`config.mk`:
```
export PLATFORM = sky130hd
export DESIGN_NAME = id_ex_forward_flat
export DESIGN_NICKNAME = d
export VERILOG_FILES = /design/src/rtl/id_ex_forward_pkg.sv /design/src/rtl/id_ex_forward_if.sv /design/src/rtl/id_ex_forward_fwd_mux.sv /design/src/rtl/id_ex_forward.sv /design/src/flat_wrapper.sv
export SDC_FILE = /design/constraint.sdc
export NUM_CORES = 1
export LEC_CHECK = 0
export ABC_AREA = 1
export BUFFER_PORTS_ARGS = -buffer_cell sky130_fd_sc_hd__buf_4
export CORE_MARGIN = 4
export CORE_UTILIZATION = 40
export CTS_BUF_LIST = sky130_fd_sc_hd__clkbuf_16
export DETAILED_ROUTE_END_ITERATION = 8
export PLACE_DENSITY = 0.8
export SLEW_MARGIN = 15
export SYNTH_ARGS = -nofsm -noshare
export SYNTH_HDL_FRONTEND = slang
export SYNTH_SLANG_ARGS = --single-unit
```
`constraint.sdc`:
```
create_clock -name clk -period 1.95 [get_ports clk]
set_clock_uncertainty 0.1 [all_clocks]
set_input_delay 0.0975 -clock clk [delete_from_list [all_inputs] [get_ports clk]]
set_output_delay 0.0975 -clock clk [all_outputs]
set_load 0.005 [all_outputs]
```
`src/rtl/id_ex_forward_pkg.sv`:
```
// Shared encodings for the ID/EX pipeline register: ALU operation codes and
// the operand forward-select values.
package id_ex_forward_pkg;

  typedef enum logic [3:0] {
    ALU_AND = 4'b0000,
    ALU_OR  = 4'b0001,
    ALU_ADD = 4'b0010,
    ALU_SRL = 4'b0011,
    ALU_SUB = 4'b0110,
    ALU_SLT = 4'b0111
  } alu_op_e;

  typedef enum logic [1:0] {
    FWD_REG = 2'b00,
    FWD_WB  = 2'b01,
    FWD_MEM = 2'b10
  } fwd_sel_e;

endpackage

```
`src/rtl/id_ex_forward_if.sv`:
```
// Bundle of ID-stage fields, forwarding sources and EX-stage outputs around
// the ID/EX register; master drives the ID side, slave is the register.
interface id_ex_forward_if #(
  parameter int DATA_W = 32,
  parameter int REG_W  = 5
);
  logic              id_valid;
  logic [DATA_W-1:0] id_rs_data;
  logic [DATA_W-1:0] id_rt_data;
  logic [DATA_W-1:0] id_imm;
  logic [REG_W-1:0]  id_rs;
  logic [REG_W-1:0]  id_rt;
  logic [REG_W-1:0]  id_rd;
  logic [4:0]        id_shamt;
  logic [3:0]        id_signal;
  logic              id_reg_write;
  logic              id_mem_read;
  logic              id_mem_write;
  logic              id_mem_to_reg;
  logic              id_alu_src;
  logic              id_reg_dst;
  logic              stall;
  logic              flush;
  logic              mem_reg_write;
  logic [REG_W-1:0]  mem_rd;
  logic [DATA_W-1:0] mem_result;
  logic              wb_reg_write;
  logic [REG_W-1:0]  wb_rd;
  logic [DATA_W-1:0] wb_result;
  logic [DATA_W-1:0] ex_dataA;
  logic [DATA_W-1:0] ex_dataB;
  logic [4:0]        ex_shamt;
  logic [3:0]        ex_signal;
  logic [DATA_W-1:0] ex_store_data;
  logic [REG_W-1:0]  ex_write_reg;
  logic              ex_valid;
  logic              ex_reg_write;
  logic              ex_mem_read;
  logic              ex_mem_write;
  logic              ex_mem_to_reg;
  logic              load_use;

  modport master (
    output id_valid, id_rs_data, id_rt_data, id_imm, id_rs, id_rt, id_rd,
           id_shamt, id_signal, id_reg_write, id_mem_read, id_mem_write,
           id_mem_to_reg, id_alu_src, id_reg_dst, stall, flush,
           mem_reg_write, mem_rd, mem_result, wb_reg_write, wb_rd, wb_result,
    input  ex_dataA, ex_dataB, ex_shamt, ex_signal, ex_store_data,
           ex_write_reg, ex_valid, ex_reg_write, ex_mem_read, ex_mem_write,
           ex_mem_to_reg, load_use
  );

  modport slave (
    input  id_valid, id_rs_data, id_rt_data, id_imm, id_rs, id_rt, id_rd,
           id_shamt, id_signal, id_reg_write, id_mem_read, id_mem_write,
           id_mem_to_reg, id_alu_src, id_reg_dst, stall, flush,
           mem_reg_write, mem_rd, mem_result, wb_reg_write, wb_rd, wb_result,
    output ex_dataA, ex_dataB, ex_shamt, ex_signal, ex_store_data,
           ex_write_reg, ex_valid, ex_reg_write, ex_mem_read, ex_mem_write,
           ex_mem_to_reg, load_use
  );
endinterface

```
`src/rtl/id_ex_forward_fwd_mux.sv`:
```
// Operand bypass for one registered source specifier; the younger EX/MEM
// result beats MEM/WB, and register 0 is never bypassed.
module fwd_mux
  import id_ex_forward_pkg::*;
#(
  parameter int DATA_W = 32,
  parameter int REG_W  = 5
) (
  input  logic [REG_W-1:0]  src,
  input  logic [DATA_W-1:0] reg_data,
  input  logic              mem_reg_write,
  input  logic [REG_W-1:0]  mem_rd,
  input  logic [DATA_W-1:0] mem_result,
  input  logic              wb_reg_write,
  input  logic [REG_W-1:0]  wb_rd,
  input  logic [DATA_W-1:0] wb_result,
  output logic [DATA_W-1:0] data
);

  fwd_sel_e sel;

  always_comb begin
    sel = FWD_REG;
    if (src != '0 && mem_reg_write && mem_rd == src)
      sel = FWD_MEM;
    else if (src != '0 && wb_reg_write && wb_rd == src)
      sel = FWD_WB;
  end

  always_comb begin
    data = reg_data;
    case (sel)
      FWD_MEM: data = mem_result;
      FWD_WB:  data = wb_result;
      default: data = reg_data;
    endcase
  end

endmodule

```
`src/rtl/id_ex_forward.sv`:
```
// ID/EX pipeline register with load-use detection and combinational operand
// forwarding from the EX/MEM and MEM/WB stages.
module id_ex_forward
  import id_ex_forward_pkg::*;
#(
  parameter int DATA_W = 32,
  parameter int REG_W  = 5
) (
  input logic           clk,
  input logic           reset,
  id_ex_forward_if.slave bus
);

  logic              valid_q, reg_write_q, mem_read_q, mem_write_q, mem_to_reg_q;
  logic              alu_src_q;
  logic [REG_W-1:0]  rs_q, rt_q, write_reg_q;
  logic [DATA_W-1:0] rs_data_q, rt_data_q, imm_q;
  logic [4:0]        shamt_q;
  logic [3:0]        signal_q;
  logic [DATA_W-1:0] fwd_rs, fwd_rt;
  logic              load_use;

  assign load_use = mem_read_q && valid_q && write_reg_q != '0 &&
                    (write_reg_q == bus.id_rs || write_reg_q == bus.id_rt) &&
                    bus.id_valid;

  always_ff @(posedge clk) begin
    if (!reset) begin
      valid_q      <= 1'b0;
      reg_write_q  <= 1'b0;
      mem_read_q   <= 1'b0;
      mem_write_q  <= 1'b0;
      mem_to_reg_q <= 1'b0;
      alu_src_q    <= 1'b0;
      rs_q         <= '0;
      rt_q         <= '0;
      write_reg_q  <= '0;
      rs_data_q    <= '0;
      rt_data_q    <= '0;
      imm_q        <= '0;
      shamt_q      <= '0;
      signal_q     <= ALU_AND;
    end else if (!bus.stall) begin
      // Datapath fields load even on a bubble; cleared controls make them inert.
      alu_src_q   <= bus.id_alu_src;
      rs_q        <= bus.id_rs;
      rt_q        <= bus.id_rt;
      write_reg_q <= bus.id_reg_dst ? bus.id_rd : bus.id_rt;
      rs_data_q   <= bus.id_rs_data;
      rt_data_q   <= bus.id_rt_data;
      imm_q       <= bus.id_imm;
      shamt_q     <= bus.id_shamt;
      signal_q    <= bus.id_signal;
      if (bus.flush || load_use) begin
        valid_q      <= 1'b0;
        reg_write_q  <= 1'b0;
        mem_read_q   <= 1'b0;
        mem_write_q  <= 1'b0;
        mem_to_reg_q <= 1'b0;
      end else begin
        valid_q      <= bus.id_valid;
        reg_write_q  <= bus.id_reg_write;
        mem_read_q   <= bus.id_mem_read;
        mem_write_q  <= bus.id_mem_write;
        mem_to_reg_q <= bus.id_mem_to_reg;
      end
    end
  end

  fwd_mux #(.DATA_W(DATA_W), .REG_W(REG_W)) u_fwd_rs (
    .src           (rs_q),
    .reg_data      (rs_data_q),
    .mem_reg_write (bus.mem_reg_write),
    .mem_rd        (bus.mem_rd),
    .mem_result    (bus.mem_result),
    .wb_reg_write  (bus.wb_reg_write),
    .wb_rd         (bus.wb_rd),
    .wb_result     (bus.wb_result),
    .data          (fwd_rs)
  );

  fwd_mux #(.DATA_W(DATA_W), .REG_W(REG_W)) u_fwd_rt (
    .src           (rt_q),
    .reg_data      (rt_data_q),
    .mem_reg_write (bus.mem_reg_write),
    .mem_rd        (bus.mem_rd),
    .mem_result    (bus.mem_result),
    .wb_reg_write  (bus.wb_reg_write),
    .wb_rd         (bus.wb_rd),
    .wb_result     (bus.wb_result),
    .data          (fwd_rt)
  );

  assign bus.ex_dataA      = fwd_rs;
  assign bus.ex_dataB      = alu_src_q ? imm_q : fwd_rt;
  assign bus.ex_store_data = fwd_rt;
  assign bus.ex_shamt      = shamt_q;
  assign bus.ex_signal     = signal_q;
  assign bus.ex_write_reg  = write_reg_q;
  assign bus.ex_valid      = valid_q;
  assign bus.ex_reg_write  = reg_write_q;
  assign bus.ex_mem_read   = mem_read_q;
  assign bus.ex_mem_write  = mem_write_q;
  assign bus.ex_mem_to_reg = mem_to_reg_q;
  assign bus.load_use      = load_use;

endmodule

```
`src/flat_wrapper.sv`:
```
// flat-port wrapper written by rule: the top's interface ports become plain ports
module id_ex_forward_flat import id_ex_forward_pkg::*;
#(
  parameter int DATA_W = 32,
  parameter int REG_W  = 5
)
  (clk, reset, bus_id_valid, bus_id_rs_data, bus_id_rt_data, bus_id_imm, bus_id_rs, bus_id_rt, bus_id_rd, bus_id_shamt, bus_id_signal, bus_id_reg_write, bus_id_mem_read, bus_id_mem_write, bus_id_mem_to_reg, bus_id_alu_src, bus_id_reg_dst, bus_stall, bus_flush, bus_mem_reg_write, bus_mem_rd, bus_mem_result, bus_wb_reg_write, bus_wb_rd, bus_wb_result, bus_ex_dataA, bus_ex_dataB, bus_ex_shamt, bus_ex_signal, bus_ex_store_data, bus_ex_write_reg, bus_ex_valid, bus_ex_reg_write, bus_ex_mem_read, bus_ex_mem_write, bus_ex_mem_to_reg, bus_load_use);
  id_ex_forward_if #(.DATA_W(DATA_W), .REG_W(REG_W)) bus_i ();
  input logic clk;
  input logic reset;
  input wire logic [$bits(bus_i.id_valid)-1:0] bus_id_valid;
  input wire logic [$bits(bus_i.id_rs_data)-1:0] bus_id_rs_data;
  input wire logic [$bits(bus_i.id_rt_data)-1:0] bus_id_rt_data;
  input wire logic [$bits(bus_i.id_imm)-1:0] bus_id_imm;
  input wire logic [$bits(bus_i.id_rs)-1:0] bus_id_rs;
  input wire logic [$bits(bus_i.id_rt)-1:0] bus_id_rt;
  input wire logic [$bits(bus_i.id_rd)-1:0] bus_id_rd;
  input wire logic [$bits(bus_i.id_shamt)-1:0] bus_id_shamt;
  input wire logic [$bits(bus_i.id_signal)-1:0] bus_id_signal;
  input wire logic [$bits(bus_i.id_reg_write)-1:0] bus_id_reg_write;
  input wire logic [$bits(bus_i.id_mem_read)-1:0] bus_id_mem_read;
  input wire logic [$bits(bus_i.id_mem_write)-1:0] bus_id_mem_write;
  input wire logic [$bits(bus_i.id_mem_to_reg)-1:0] bus_id_mem_to_reg;
  input wire logic [$bits(bus_i.id_alu_src)-1:0] bus_id_alu_src;
  input wire logic [$bits(bus_i.id_reg_dst)-1:0] bus_id_reg_dst;
  input wire logic [$bits(bus_i.stall)-1:0] bus_stall;
  input wire logic [$bits(bus_i.flush)-1:0] bus_flush;
  input wire logic [$bits(bus_i.mem_reg_write)-1:0] bus_mem_reg_write;
  input wire logic [$bits(bus_i.mem_rd)-1:0] bus_mem_rd;
  input wire logic [$bits(bus_i.mem_result)-1:0] bus_mem_result;
  input wire logic [$bits(bus_i.wb_reg_write)-1:0] bus_wb_reg_write;
  input wire logic [$bits(bus_i.wb_rd)-1:0] bus_wb_rd;
  input wire logic [$bits(bus_i.wb_result)-1:0] bus_wb_result;
  output wire logic [$bits(bus_i.ex_dataA)-1:0] bus_ex_dataA;
  output wire logic [$bits(bus_i.ex_dataB)-1:0] bus_ex_dataB;
  output wire logic [$bits(bus_i.ex_shamt)-1:0] bus_ex_shamt;
  output wire logic [$bits(bus_i.ex_signal)-1:0] bus_ex_signal;
  output wire logic [$bits(bus_i.ex_store_data)-1:0] bus_ex_store_data;
  output wire logic [$bits(bus_i.ex_write_reg)-1:0] bus_ex_write_reg;
  output wire logic [$bits(bus_i.ex_valid)-1:0] bus_ex_valid;
  output wire logic [$bits(bus_i.ex_reg_write)-1:0] bus_ex_reg_write;
  output wire logic [$bits(bus_i.ex_mem_read)-1:0] bus_ex_mem_read;
  output wire logic [$bits(bus_i.ex_mem_write)-1:0] bus_ex_mem_write;
  output wire logic [$bits(bus_i.ex_mem_to_reg)-1:0] bus_ex_mem_to_reg;
  output wire logic [$bits(bus_i.load_use)-1:0] bus_load_use;
  assign bus_i.id_valid = bus_id_valid;
  assign bus_i.id_rs_data = bus_id_rs_data;
  assign bus_i.id_rt_data = bus_id_rt_data;
  assign bus_i.id_imm = bus_id_imm;
  assign bus_i.id_rs = bus_id_rs;
  assign bus_i.id_rt = bus_id_rt;
  assign bus_i.id_rd = bus_id_rd;
  assign bus_i.id_shamt = bus_id_shamt;
  assign bus_i.id_signal = bus_id_signal;
  assign bus_i.id_reg_write = bus_id_reg_write;
  assign bus_i.id_mem_read = bus_id_mem_read;
  assign bus_i.id_mem_write = bus_id_mem_write;
  assign bus_i.id_mem_to_reg = bus_id_mem_to_reg;
  assign bus_i.id_alu_src = bus_id_alu_src;
  assign bus_i.id_reg_dst = bus_id_reg_dst;
  assign bus_i.stall = bus_stall;
  assign bus_i.flush = bus_flush;
  assign bus_i.mem_reg_write = bus_mem_reg_write;
  assign bus_i.mem_rd = bus_mem_rd;
  assign bus_i.mem_result = bus_mem_result;
  assign bus_i.wb_reg_write = bus_wb_reg_write;
  assign bus_i.wb_rd = bus_wb_rd;
  assign bus_i.wb_result = bus_wb_result;
  assign bus_ex_dataA = bus_i.ex_dataA;
  assign bus_ex_dataB = bus_i.ex_dataB;
  assign bus_ex_shamt = bus_i.ex_shamt;
  assign bus_ex_signal = bus_i.ex_signal;
  assign bus_ex_store_data = bus_i.ex_store_data;
  assign bus_ex_write_reg = bus_i.ex_write_reg;
  assign bus_ex_valid = bus_i.ex_valid;
  assign bus_ex_reg_write = bus_i.ex_reg_write;
  assign bus_ex_mem_read = bus_i.ex_mem_read;
  assign bus_ex_mem_write = bus_i.ex_mem_write;
  assign bus_ex_mem_to_reg = bus_i.ex_mem_to_reg;
  assign bus_load_use = bus_i.load_use;
  id_ex_forward #(.DATA_W(DATA_W), .REG_W(REG_W)) u_core (.clk(clk), .reset(reset), .bus(bus_i));
endmodule
```
* Word-level counts from Yosys, hierarchy flattened
Cells that the tools add are included.
** Word-level totals
- Register bits after elaboration :: 126
- Input bits :: 207
- Output and inout bits :: 116
- Logic and storage cells :: 54
** Operators by class
- Eq/ne operators :: 10
- Muxes and demuxes :: 13
- Reduce and logical (&&, ||, !) cells :: 17
** Operators with widths (number)
- 32-bit one-hot mux with 2 select lines :: 2
- 32-bit 2-to-1 mux :: 1
- 5-bit equality test :: 6
- 5-bit nonzero test :: 3
- 1-bit logical AND :: 12
- 1-bit 2-to-1 mux :: 7
- 5-bit 2-to-1 mux :: 1
- 2-bit by 1-bit equality test with 1-bit output (second input constant) :: 2
- 2-bit equality test (second input constant) :: 2
- 2-bit 2-to-1 mux :: 2
- 1-bit logical OR :: 2

* Depth between registers and ports, before layout
Gate-level depths: netlist (run 1).
- Depth in word-level cells :: 8
- Depth in mapped cells :: 12
- Depth with buffers taken out :: 11

* Modules after synthesis
From an unflattened synthesis (run 1), not the netlist that was laid out.
** Second synthesis, totals
- Cells, all modules :: 1064
- Area, all modules :: 7155.6 µm²
** By module, submodules not included
- id_ex_forward :: times used 1, cells each 650, area each 5026.1 µm², sequential area each 2522.4 µm²
- fwd_mux :: times used 2, cells each 207, area each 1064.8 µm², sequential area each 0.0 µm²

* Worst setup path after synthesis (run 1)
OpenSTA, ideal clock, no wires.
- Path kind :: reg2out
- From :: register u_core.rt_q[3]
- To :: output bus_ex_dataB[23]
- Arrival time :: 1299 ps
- Required time :: 1752 ps
- Slack :: 453 ps
- Cell stages (with the launch flop) :: 12
- Path buffers :: 1
- Path through :: dfxtp_1 > inv_2 > nand2_1 > nand2_1 > nor2_2 > nand2_2 > nor2_8 > buf_8 > nand3_2 > nand3_2 > nand2_1 > nand2_1
** Between the ends
- Cells in the longest elaborated chain, start to end :: 8
- Elaborated cells on any way between the ends :: 13
- Those cells by class :: eq/ne (4); mux (4); reduce/logical (5)
** RTL lines
- start: declaration :: RTL line id_ex_forward.sv:16 : logic [REG_W-1:0] rs_q, rt_q, write_reg_q;
- start signal: assignment :: RTL line id_ex_forward.sv:47 : rt_q <= bus.id_rt;
- 5-bit nonzero test :: RTL line id_ex_forward_fwd_mux.sv:24, id_ex_forward_fwd_mux.sv:26
- 1-bit logical AND (2 in a row) :: RTL line id_ex_forward_fwd_mux.sv:26 : else if (src != '0 && wb_reg_write && wb_rd == src)
- 1-bit 2-to-1 mux :: RTL line id_ex_forward_fwd_mux.sv:26
- 2-bit 2-to-1 mux (*) :: RTL line id_ex_forward_fwd_mux.sv:24 : if (src != '0 && mem_reg_write && mem_rd == src)
- 2-bit by 1-bit equality test with 1-bit output / 2-bit equality test (equally long branches) :: RTL line id_ex_forward_fwd_mux.sv:32 : case (sel)
- 32-bit one-hot mux with 2 select lines (*) :: RTL line id_ex_forward_fwd_mux.sv:32
- named net bus_ex_store_data[23] :: RTL line flat_wrapper.sv:38 : output wire logic [$bits(bus_i.ex_store_data)-1:0] bus_ex_store_data;
- 32-bit 2-to-1 mux (*) :: RTL line id_ex_forward.sv:95 : assign bus.ex_dataB = alu_src_q ? imm_q : fwd_rt;
- end: declaration :: RTL line flat_wrapper.sv:35 : output wire logic [$bits(bus_i.ex_dataB)-1:0] bus_ex_dataB;
The timed path passes the listed nets; every way through them passes the cells marked *.

* Worst setup path after layout (run 1)
- From :: register u_core.rt_q[3]
- To :: output bus_ex_dataB[23]
** Between the ends
- Cells in the longest elaborated chain, start to end :: 8
- Elaborated cells on any way between the ends :: 13
- Those cells by class :: eq/ne (4); mux (4); reduce/logical (5)
** RTL lines (RTL line)
- 5-bit nonzero test :: id_ex_forward_fwd_mux.sv:24, id_ex_forward_fwd_mux.sv:26
- 1-bit logical AND (2 in a row) :: id_ex_forward_fwd_mux.sv:26
- 1-bit 2-to-1 mux :: id_ex_forward_fwd_mux.sv:26
- 2-bit 2-to-1 mux (*) :: id_ex_forward_fwd_mux.sv:24
- 2-bit by 1-bit equality test with 1-bit output / 2-bit equality test (equally long branches) :: id_ex_forward_fwd_mux.sv:32
- 32-bit one-hot mux with 2 select lines (*) :: id_ex_forward_fwd_mux.sv:32
- 32-bit 2-to-1 mux (*) :: id_ex_forward.sv:95
Every way passes the cells marked *; elsewhere a longest branch is shown, timed or not.

==> flow_summary.json, run 1 <==
{
  "status": "finished, violations left",
  "violations": "hold timing, setup timing",
  "rows": 49,
  "netlist-cell-type-count": 27,
  "critPathLaunchType": "flop",
  "hold_ws_ns": -0.0447,
  "path_cells": "inv_4 -> a21oi_2 -> nand2_2 -> nor2_4 -> buf_6 -> buf_6 -> nand3_1 -> nand3_4 -> nand2_1 -> nand2_1 -> buf_4",
  "cts-buffers-inserted": 17,
  "die_y_um": 144,
  "leakage_nw": 7.05,
  "setup_viol": 96,
  "grt_pass1_vias": 10000,
  "antenna_found_initial": 0,
  "worstHoldPathCells": 5,
  "cts_root_buffer": "clkbuf_16",
  "async_flop_share": 0,
  "place_hpwl_um": 20400,
  "finalWirelength_um": 41000,
  "cts_max_path_buffers": 2,
  "finalCoreUtilization": 0.815,
  "end_kind": "primary output",
  "dpl_cell_area_um2": 10000,
  "clk_pin_slew_ns": 0.06,
  "grt_max_degree": 143,
  "peakVddDrop_mv": 0.613,
  "firstDrtPassIters": 5,
  "grt_usage": 0.324,
  "initialDrtViolationCount": 848,
  "drv_slew": 0,
  "syn_area_um2": 7380,
  "pwr-share-clk": 0.382,
  "dieArea_um2": 20700,
  "grt_pass1_wl_um": 52700,
  "fmax_mhz": 431,
  "clkLatencyLatePin_ns": 0.42,
  "arrival_ns": 2.12,
  "ys_seq_area_frac": 0.342,
  "vias_per_cell": 5.73,
  "ys.flop_type": "dfxtp_1",
  "timing_hold_violations_final": 2,
  "switching_share": 0.296,
  "pin_count": 323,
  "netlist.area_leader.share": 0.342,
  "synth_top_area_cell": "dfxtp_1",
  "die_w_um": 144,
  "switching_power_w": 0.00261,
  "crit_path_top_delay_cell": "dfxtp_4",
  "final_cell_mix": "buf_4, nor2_1, nand3_2, dlygate4sd3_1, nand2_1",
  "power.total_w": 0.00879,
  "largestRegisters": "u_core.imm_q (32), u_core.rs_data_q (32), u_core.rt_data_q (32)",
  "hold_class": "primary input to flop",
  "syn_nets": 1306,
  "detail_route.wl_per_cell_um": 22.6,
  "synth_area_leaders": "dfxtp_1, nand3_2, nor2_1, nand2_1, nand3_1",
  "min_period_ns": 2.32,
  "setup_tns_ns": -24.13,
  "core-area_um2": 18100,
  "r2r_slack_ns": 0.47,
  "cts_max_level": 4,
  "power_density_nw_per_um2": 597,
  "ff2ff_path_depth": 10,
  "grt_overflow": 0,
  "seqPwrFrac": 0.333,
  "cts.sinks": 126,
  "crit_type": "flop to primary output",
  "path_buf_inv": 4,
  "grt_setup_unrepaired": "yes",
  "drc": 0,
  "antenna_cells": 0,
  "stdcell_area_um2": 14700,
  "cp_num_cells": 11,
  "synth_edf_count": 0,
  "crit_required_ns": 1.75,
  "yosys_warnings": 0,
  "postSynthCellCount": 1099,
  "synth_area_per_cell_um2": 6.72,
  "vias": 10400,
  "worst_slack_ns": -0.372,
  "drive_gt1_frac": 0.470,
  "yosys_register_bits": 126,
  "cp_top_family": "simple AND/OR/NAND/NOR gates",
  "final_antenna_net_count": 0,
  "slowest_delay_ns": 0.36,
  "p_comb_frac": 0.286,
  "post-route-period-util": 1.19,
  "layout_commonest_cell": "buf_4",
  "tightest_slew_ns": 0.574,
  "intPower_w": 0.00619,
  "area_delta_synth_final_pct": 99.6,
  "finish.net_count": 1782,
  "start_util": 0.408,
  "cts_tree": "done",
  "slew_headroom": 0.617,
  "place_congestion": 0.991,
  "port_buffers": 322,
  "max-cap-violations": 0,
  "crit_path_max_fanout": 5
}
## worst min-delay path, cell delays in order
cell,delay [ns]
buf_4,0.11
inv_1,0.04
nor2_1,0.03
nand3_1,0.08
a21oi_1,0.07
## cell families (layout without fill, tap and decap cells)
group                     Yosys count  after routing  synth area share
AOI/OAI and AO/OA                 151            151             0.103
xor gates and xnor gates            5              5           0.00593
buffers and inverters             135            624            0.0859
DFF                               126            126             0.342
muxes                               2              2           0.00305
and+or+nand+nor                   680            680             0.460
## power by group through the flow
stage | Clock (W) | Sequential, W | Combinational (W)
after floorplan | 0 | 0.00290 | 0.000762
after global placement | 0 | 0.00293 | 0.00165
after detailed placement | 0 | 0.00293 | 0.00166
after CTS | 0.00336 | 0.00289 | 0.00208
after global routing | 0.00347 | 0.00294 | 0.00266
final | 0.00336 | 0.00292 | 0.00251
## synth_stat cells, types with 6 or more instances
| master | n |
|---|---|
| a21oi_1 | 22 |
| inv_2 | 8 |
| nand2_1 | 199 |
| nand3_1 | 141 |
| o21ai_0 | 126 |
| buf_2 | 39 |
| nor2_1 | 231 |
| buf_6 | 6 |
| inv_1 | 42 |
| dfxtp_1 | 126 |
| nand3_2 | 96 |
| clkbuf_1 | 33 |
## layout make-up
type / instances / area, um2
clock inverters: 15 / 179
clock buffers: 17 / 425
well taps: 229 / 287
flip-flops and latches: 126 / 2560
multi-input cells: 838 / 5550
repair buffers: 540 / 5520
fillers: 1010 / 3350
inverters: 52 / 223
## layer usage
layer / track usage / wire length (um)
met5: 0 / 0
met1: 0.362 / 14300
met4: 0.171 / 2690
met2: 0.558 / 20400
met3: 0.0932 / 3670
## per-stage QoR
step | cells | setup slack (ns)
after global placement | 1594 | 0.0401
after floorplan | 1099 | 0.453
after detailed placement | 1594 | 0.0373
final | 1817 | -0.372
after CTS | 1792 | -0.290
after global routing | 1817 | -0.495
## timing repair
item	4_1_cts	5_1_grt
endpoints found under the setup margin	96	100
hold endpoints to repair	126	0
hold buffers	135	0
buffers inserted	17	18
gates resized for setup	180	255
pin swaps	42	70
cloned	14	16
## final timing paths
kind / startpoint / endpoint
worst max-delay path: u_core.rt_q[3] / bus_ex_dataB[23]
worst min-delay path: bus_id_mem_read / u_core.bus.ex_mem_read
worst max register to register: u_core.bus.ex_write_reg[3] / u_core.bus.ex_mem_write
worst min register to register: u_core.imm_q[23] / u_core.imm_q[23]
Note: power is estimated with default switching activity, not from simulation.
==> inputs of run 2 (changes only) <==
Clock period 1.95 ns to 2.75 ns, I/O delays scaled along.
==> run 2 against run 1 <==
  * The flow now finishes without violations
  * Worst setup slack improved by 0.59 ns
  * Non-clock buffer count fell by 66
  * Combinational power fell by 45%
  * Critical path depth did not move
  * Global-route usage fell by 2.8 points
  * Utilization fell by 16 points
  * Die area did not move
  * Flip-flop and latch count did not move
  * Clock-buffer cell count did not move
  * Sequential power fell by 30%
  * First-iteration DRC count fell by 8.0%
  * Largest cell class unchanged
==> flow_summary.json, run 2 (same netlist as run 1, synthesis figures left out) <==
{
  "dieArea_um2": 20700,
  "max-cap-violations": 0,
  "cp_top_family": "simple AND/OR/NAND/NOR gates",
  "timing_hold_violations_final": 0,
  "worst_slack_ns": 0.223,
  "power_density_nw_per_um2": 478,
  "grt_pass1_vias": 9234,
  "detail_route.wl_per_cell_um": 18.5,
  "nFillCells": 1513,
  "fmax_mhz": 396,
  "status": "finished, final reports clean",
  "arrival_ns": 2.29,
  "finish.net_count": 1717,
  "firstDrtPassIters": 5,
  "cts_max_path_buffers": 2,
  "leakage_nw": 5.79,
  "antenna_found_initial": 0,
  "post-route-period-util": 0.919,
  "slew_headroom": 0.426,
  "initialDrtViolationCount": 780,
  "dp_slack_ns": 0.400,
  "drive_gt1_frac": 0.327,
  "pwr-share-clk": 0.393,
  "die_w_um": 144,
  "largestRegisters": "u_core.imm_q (32), u_core.rs_data_q (32), u_core.rt_data_q (32)",
  "final_antenna_net_count": 0,
  "cts.sinks": 126,
  "hold_class": "primary input to flop",
  "finalWirelength_um": 32400,
  "grt_max_degree": 91,
  "grt_setup_unrepaired": "no",
  "switching_share": 0.293,
  "cts_root_buffer": "clkbuf_16",
  "peakVddDrop_mv": 0.400,
  "intPower_w": 0.00399,
  "path_cells": "nor2_1 -> nand3_2 -> inv_2 -> nor2_1 -> nand3_4 -> buf_12 -> nand3_2 -> nand3_2 -> nand2_1 -> nand2_1 -> buf_4",
  "critPathLaunchType": "flop",
  "end_kind": "primary output",
  "crit_path_top_delay_cell": "dfxtp_1",
  "path_buf_inv": 3,
  "drc": 0,
  "place_hpwl_um": 20700,
  "multi_input_area_um2": 4260,
  "core-area_um2": 18100,
  "vias_per_cell": 5.37,
  "cts_max_level": 4,
  "tightest_slew_ns": 0.861,
  "area_delta_synth_final_pct": 60.1,
  "clkLatencyLatePin_ns": 0.42,
  "crit_type": "flop to primary output",
  "crit_required_ns": 2.51,
  "vias": 9408,
  "port_buffers": 322,
  "min_period_ns": 2.53,
  "rows": 49,
  "grt_overflow": 0,
  "setup_tns_ns": 0,
  "grt_pass1_wl_um": 48400,
  "final_cell_mix": "buf_4, nor2_1, nand2_1",
  "grt_usage": 0.296,
  "finalCoreUtilization": 0.654,
  "seqCellArea_um2": 2520,
  "stdcell_area_um2": 11800,
  "place_congestion": 0.897,
  "seqPwrFrac": 0.361,
  "start_util": 0.408,
  "crit_path_max_fanout": 20,
  "cts_tree": "done",
  "drv_slew": 0,
  "path_common_cell": "nand3_2",
  "clk_pin_slew_ns": 0.06,
  "dpl_cell_area_um2": 9840,
  "antenna_cells": 0,
  "p_comb_frac": 0.245,
  "layout_commonest_cell": "buf_4",
  "die_y_um": 144,
  "setup_viol": 0,
  "cts-buffers-inserted": 17,
  "slowest_delay_ns": 0.40,
  "switching_power_w": 0.00165,
  "pin_count": 323
}
[run 2: layout make-up]
cell class	instances	area share
well taps	229	0.0242
multi-input cells	839	0.361
inverters	52	0.0167
flip-flops and latches	126	0.213
repair buffers	474	0.336
clock buffers	17	0.0360
clock inverters	15	0.0127
[run 2: what timing repair did]
action	in CTS	in global routing
pin swaps	2	2
gates resized for setup	1	1
hold buffers	127	0
hold endpoints to repair	124	0
setup endpoints to repair	32	33
setup buffers	4	5
cloned	1	0
[run 2: through the flow]
| stage | total power, W | hold slack [ns] | cells |
|---|---|---|---|
| floorplan | 0.00260 | 0.189 | 1099 |
| global placement | 0.00324 | 0.272 | 1583 |
| detailed placement | 0.00325 | 0.280 | 1583 |
| CTS | 0.00562 | 0.000634 | 1747 |
| global route | 0.00587 | 0.0288 | 1752 |
| finish | 0.00565 | 0.00440 | 1752 |
[run 2: final timing paths]
kind	startpoint	to	slack, ns	depth (start not counted)
worst min register to register	u_core.bus.ex_reg_write	u_core.bus.ex_reg_write	0.38	2
worst max register to register	u_core.bus.ex_write_reg[2]	u_core.bus.ex_mem_to_reg	0.78	10
worst min-delay path	bus_id_rt[0]	u_core.bus.ex_write_reg[0]	0.004	4
worst max-delay path	u_core.rt_q[4]	bus_ex_dataB[16]	0.22	11
[run 2: power by group through the flow]
stage               logic, W  clock network [W]  registers (W)
CTS                  0.00134            0.00224        0.00203
finish               0.00139            0.00222        0.00204
global route         0.00150            0.00232        0.00205
detailed placement   0.00117                  0        0.00207
global placement     0.00117                  0        0.00207
floorplan           0.000540                  0        0.00206
[run 2: per-layer routing]
| metal | wire, um | track usage |
|---|---|---|
| met1 | 12500 | 0.344 |
| met2 | 16000 | 0.513 |
| met3 | 2640 | 0.0659 |
| met4 | 1260 | 0.143 |
| met5 | 0 | 0 |
[run 2: tightest hold or removal path, cell delays in order]
cell and delay, ns:
buf_4 0.11, mux2_2 0.14, o21ai_0 0.06, inv_1 0.04
==> inputs of run 3 (changes only) <==
Settings changed: PLACE_DENSITY 0.8 to 0.81, SETUP_SLACK_MARGIN from default to 0.5, SYNTH_HIERARCHICAL from default to 1.
==> run 3 against run 2 <==
  * Flip-flop and latch count unchanged
  * Largest power group unchanged
  * Critical endpoint is now bus_ex_dataB[4]
  * Clock power down 5%
  * Via count up 4.7%
  * Critical path type unchanged
  * Synthesized area down 3.1%
  * Sequential share of layout area down 0.81 points
==> flow_summary.json, run 3 <==
{
  "timing_hold_violations_final": 0,
  "port_buffers": 322,
  "layout_commonest_cell": "buf_4",
  "async_flop_share": 0,
  "slew_headroom": 0.349,
  "yosys_register_bits": 126,
  "use_met1": 0.366,
  "cts_root_buffer": "clkbuf_16",
  "critPathLaunchType": "flop",
  "yosys_warnings": 6,
  "crit_type": "flop to primary output",
  "synth_edf_count": 0,
  "grt_setup_unrepaired": "yes",
  "syn_nets": 1271,
  "grt_overflow": 0,
  "power.total_w": 0.00569,
  "dieArea_um2": 20100,
  "final_antenna_net_count": 0,
  "drc": 0,
  "antenna_found_initial": 0,
  "postSynthCellCount": 1064,
  "syn_area_um2": 7160,
  "die_y_um": 142,
  "vias_per_cell": 5.64,
  "place_hpwl_um": 19500,
  "critPathLaunch": "u_core/rt_q[1]",
  "final_cell_mix": "buf_4, nand3_1, nor2_1",
  "cts_tree": "done",
  "synth_commonest_cells": "nand3_1, nor2_1, dfxtp_1",
  "hold_ws_ns": 0.0252,
  "grt_max_degree": 128,
  "area_delta_synth_final_pct": 74.1,
  "synth_area_per_cell_um2": 6.73,
  "rows": 48,
  "finalWirelength_um": 35500,
  "arrival_ns": 2.25,
  "setup_tns_ns": 0,
  "peakVddDrop_mv": 0.504,
  "seqPwrFrac": 0.361,
  "top_usage_layer": "met2",
  "post-route-period-util": 0.905,
  "ys_seq_area_frac": 0.353,
  "pin_count": 323,
  "tightest_slew_ns": 0.976,
  "end_kind": "primary output",
  "place_congestion": 0.943,
  "synth_top_area_cell": "dfxtp_1",
  "intPower_w": 0.00399,
  "use_met3": 0.0765,
  "switching_share": 0.300,
  "detail_route.wl_per_cell_um": 20.3,
  "cts-buffers-inserted": 17,
  "power_density_nw_per_um2": 457,
  "worst_slack_ns": 0.262,
  "finalCoreUtilization": 0.715,
  "grt_use_met2": 0.542,
  "status": "finished, final reports clean",
  "grt_usage": 0.316,
  "die_w_um": 142,
  "switching_power_w": 0.00171,
  "start_util": 0.411,
  "synth_area_leaders": "dfxtp_1, nand3_1, nor2_1, o21ai_0, mux2_2",
  "worstReg2RegStart": "u_core/bus.ex_write_reg[0]",
  "finish.net_count": 1716,
  "dp_slack_ns": 0.489,
  "cts.sinks": 126,
  "leakage_nw": 5.87,
  "cts_max_level": 4,
  "netlist-cell-type-count": 24,
  "crit_path_max_fanout": 16,
  "largestRegisters": "u_core/imm_q (32), u_core/rs_data_q (32), u_core/rt_data_q (32)",
  "crit_required_ns": 2.51,
  "cts_max_path_buffers": 2,
  "vias": 9851,
  "clkLatencyLatePin_ns": 0.42,
  "drive_gt1_frac": 0.342,
  "antenna_cells": 0,
  "fmax_mhz": 402,
  "pwr-share-clk": 0.368,
  "core-area_um2": 17400,
  "setup_viol": 0,
  "clk_pin_slew_ns": 0.06,
  "yosysMostFrequentCell": "nand3_1",
  "max-cap-violations": 0,
  "holdCritStartpoint": "bus_id_valid",
  "drv_slew": 0,
  "min_period_ns": 2.49,
  "netlist.area_leader.share": 0.353,
  "initialDrtViolationCount": 1088,
  "grt_pass1_vias": 9635,
  "firstDrtPassIters": 6,
  "p_comb_frac": 0.271,
  "ys.flop_type": "dfxtp_1",
  "hold_class": "primary input to flop",
  "grt_pass1_wl_um": 50300
}
-- run 3: logic make-up after synthesis --
group | after synthesis | synth area share
compound gates | 148 | 0.104
xor+xnor | 4 | 0.00490
buf+inv | 145 | 0.111
flops | 126 | 0.353
mux | 32 | 0.0504
simple gates | 609 | 0.377
-- run 3: layer usage --
metal	up-vias	wire length (um)
li1	4445	-
met1	4488	12800
met2	755	17000
met3	163	3890
met4	0	1770
met5	-	0
-- run 3: power groups by stage --
| stage | logic, W | clock network (W) | registers (W) |
|---|---|---|---|
| after CTS | 0.00139 | 0.00211 | 0.00205 |
| after global placement | 0.00113 | 0 | 0.00208 |
| final | 0.00154 | 0.00210 | 0.00205 |
| after global routing | 0.00165 | 0.00219 | 0.00206 |
| after floorplan | 0.000560 | 0 | 0.00205 |
| after detailed placement | 0.00115 | 0 | 0.00208 |
-- run 3: through the flow --
stage          instances  cell area, um2
2_1_floorplan       1064            7160
3_3_place_gp        1545            9490
3_5_place_dp        1545            9490
4_1_cts             1728           11800
5_1_grt             1747           12500
6_report            1747           12500
-- run 3: worst max-delay path: stages (launching register included) --
cell and delay [ns]:
dfxtp_4 0.37, inv_2 0.04, nand2_2 0.05, nand2_2 0.05
inv_2 0.04, nand2_2 0.05, nor2_4 0.13, buf_12 0.21
nand2_8 0.15, nand3_1 0.15, nand3_1 0.13, mux2_2 0.29
buf_4 0.14
-- run 3: final cells by class --
cell class / count / area [um2]
Fill cell: 1298 / 4960
Clock buffer: 17 / 425
Tap cell: 225 / 282
Multi-Input combinational cell: 801 / 4300
Clock inverter: 15 / 109
Sequential cell: 126 / 2560
Inverter: 64 / 243
Timing Repair Buffer: 499 / 4540
-- run 3: what timing repair did --
item / 4_1_cts / 5_1_grt
endpoints found under the setup margin: 96 / 96
hold endpoints to repair: 126 / 0
resized for setup: 43 / 71
pin swaps: 12 / 26
hold buffers: 131 / 0
cloned: 7 / 10
setup buffers: 13 / 9
-- run 3: final timing paths --
path | end | slack [ns] | cells after the start
setup / recovery | bus_ex_dataB[4] | 0.26 | 12
hold / removal | u_core/bus.ex_valid | 0.03 | 5
setup reg to reg | u_core/bus.ex_mem_to_reg | 0.73 | 10
hold reg to reg | u_core/imm_q[11] | 0.38 | 2
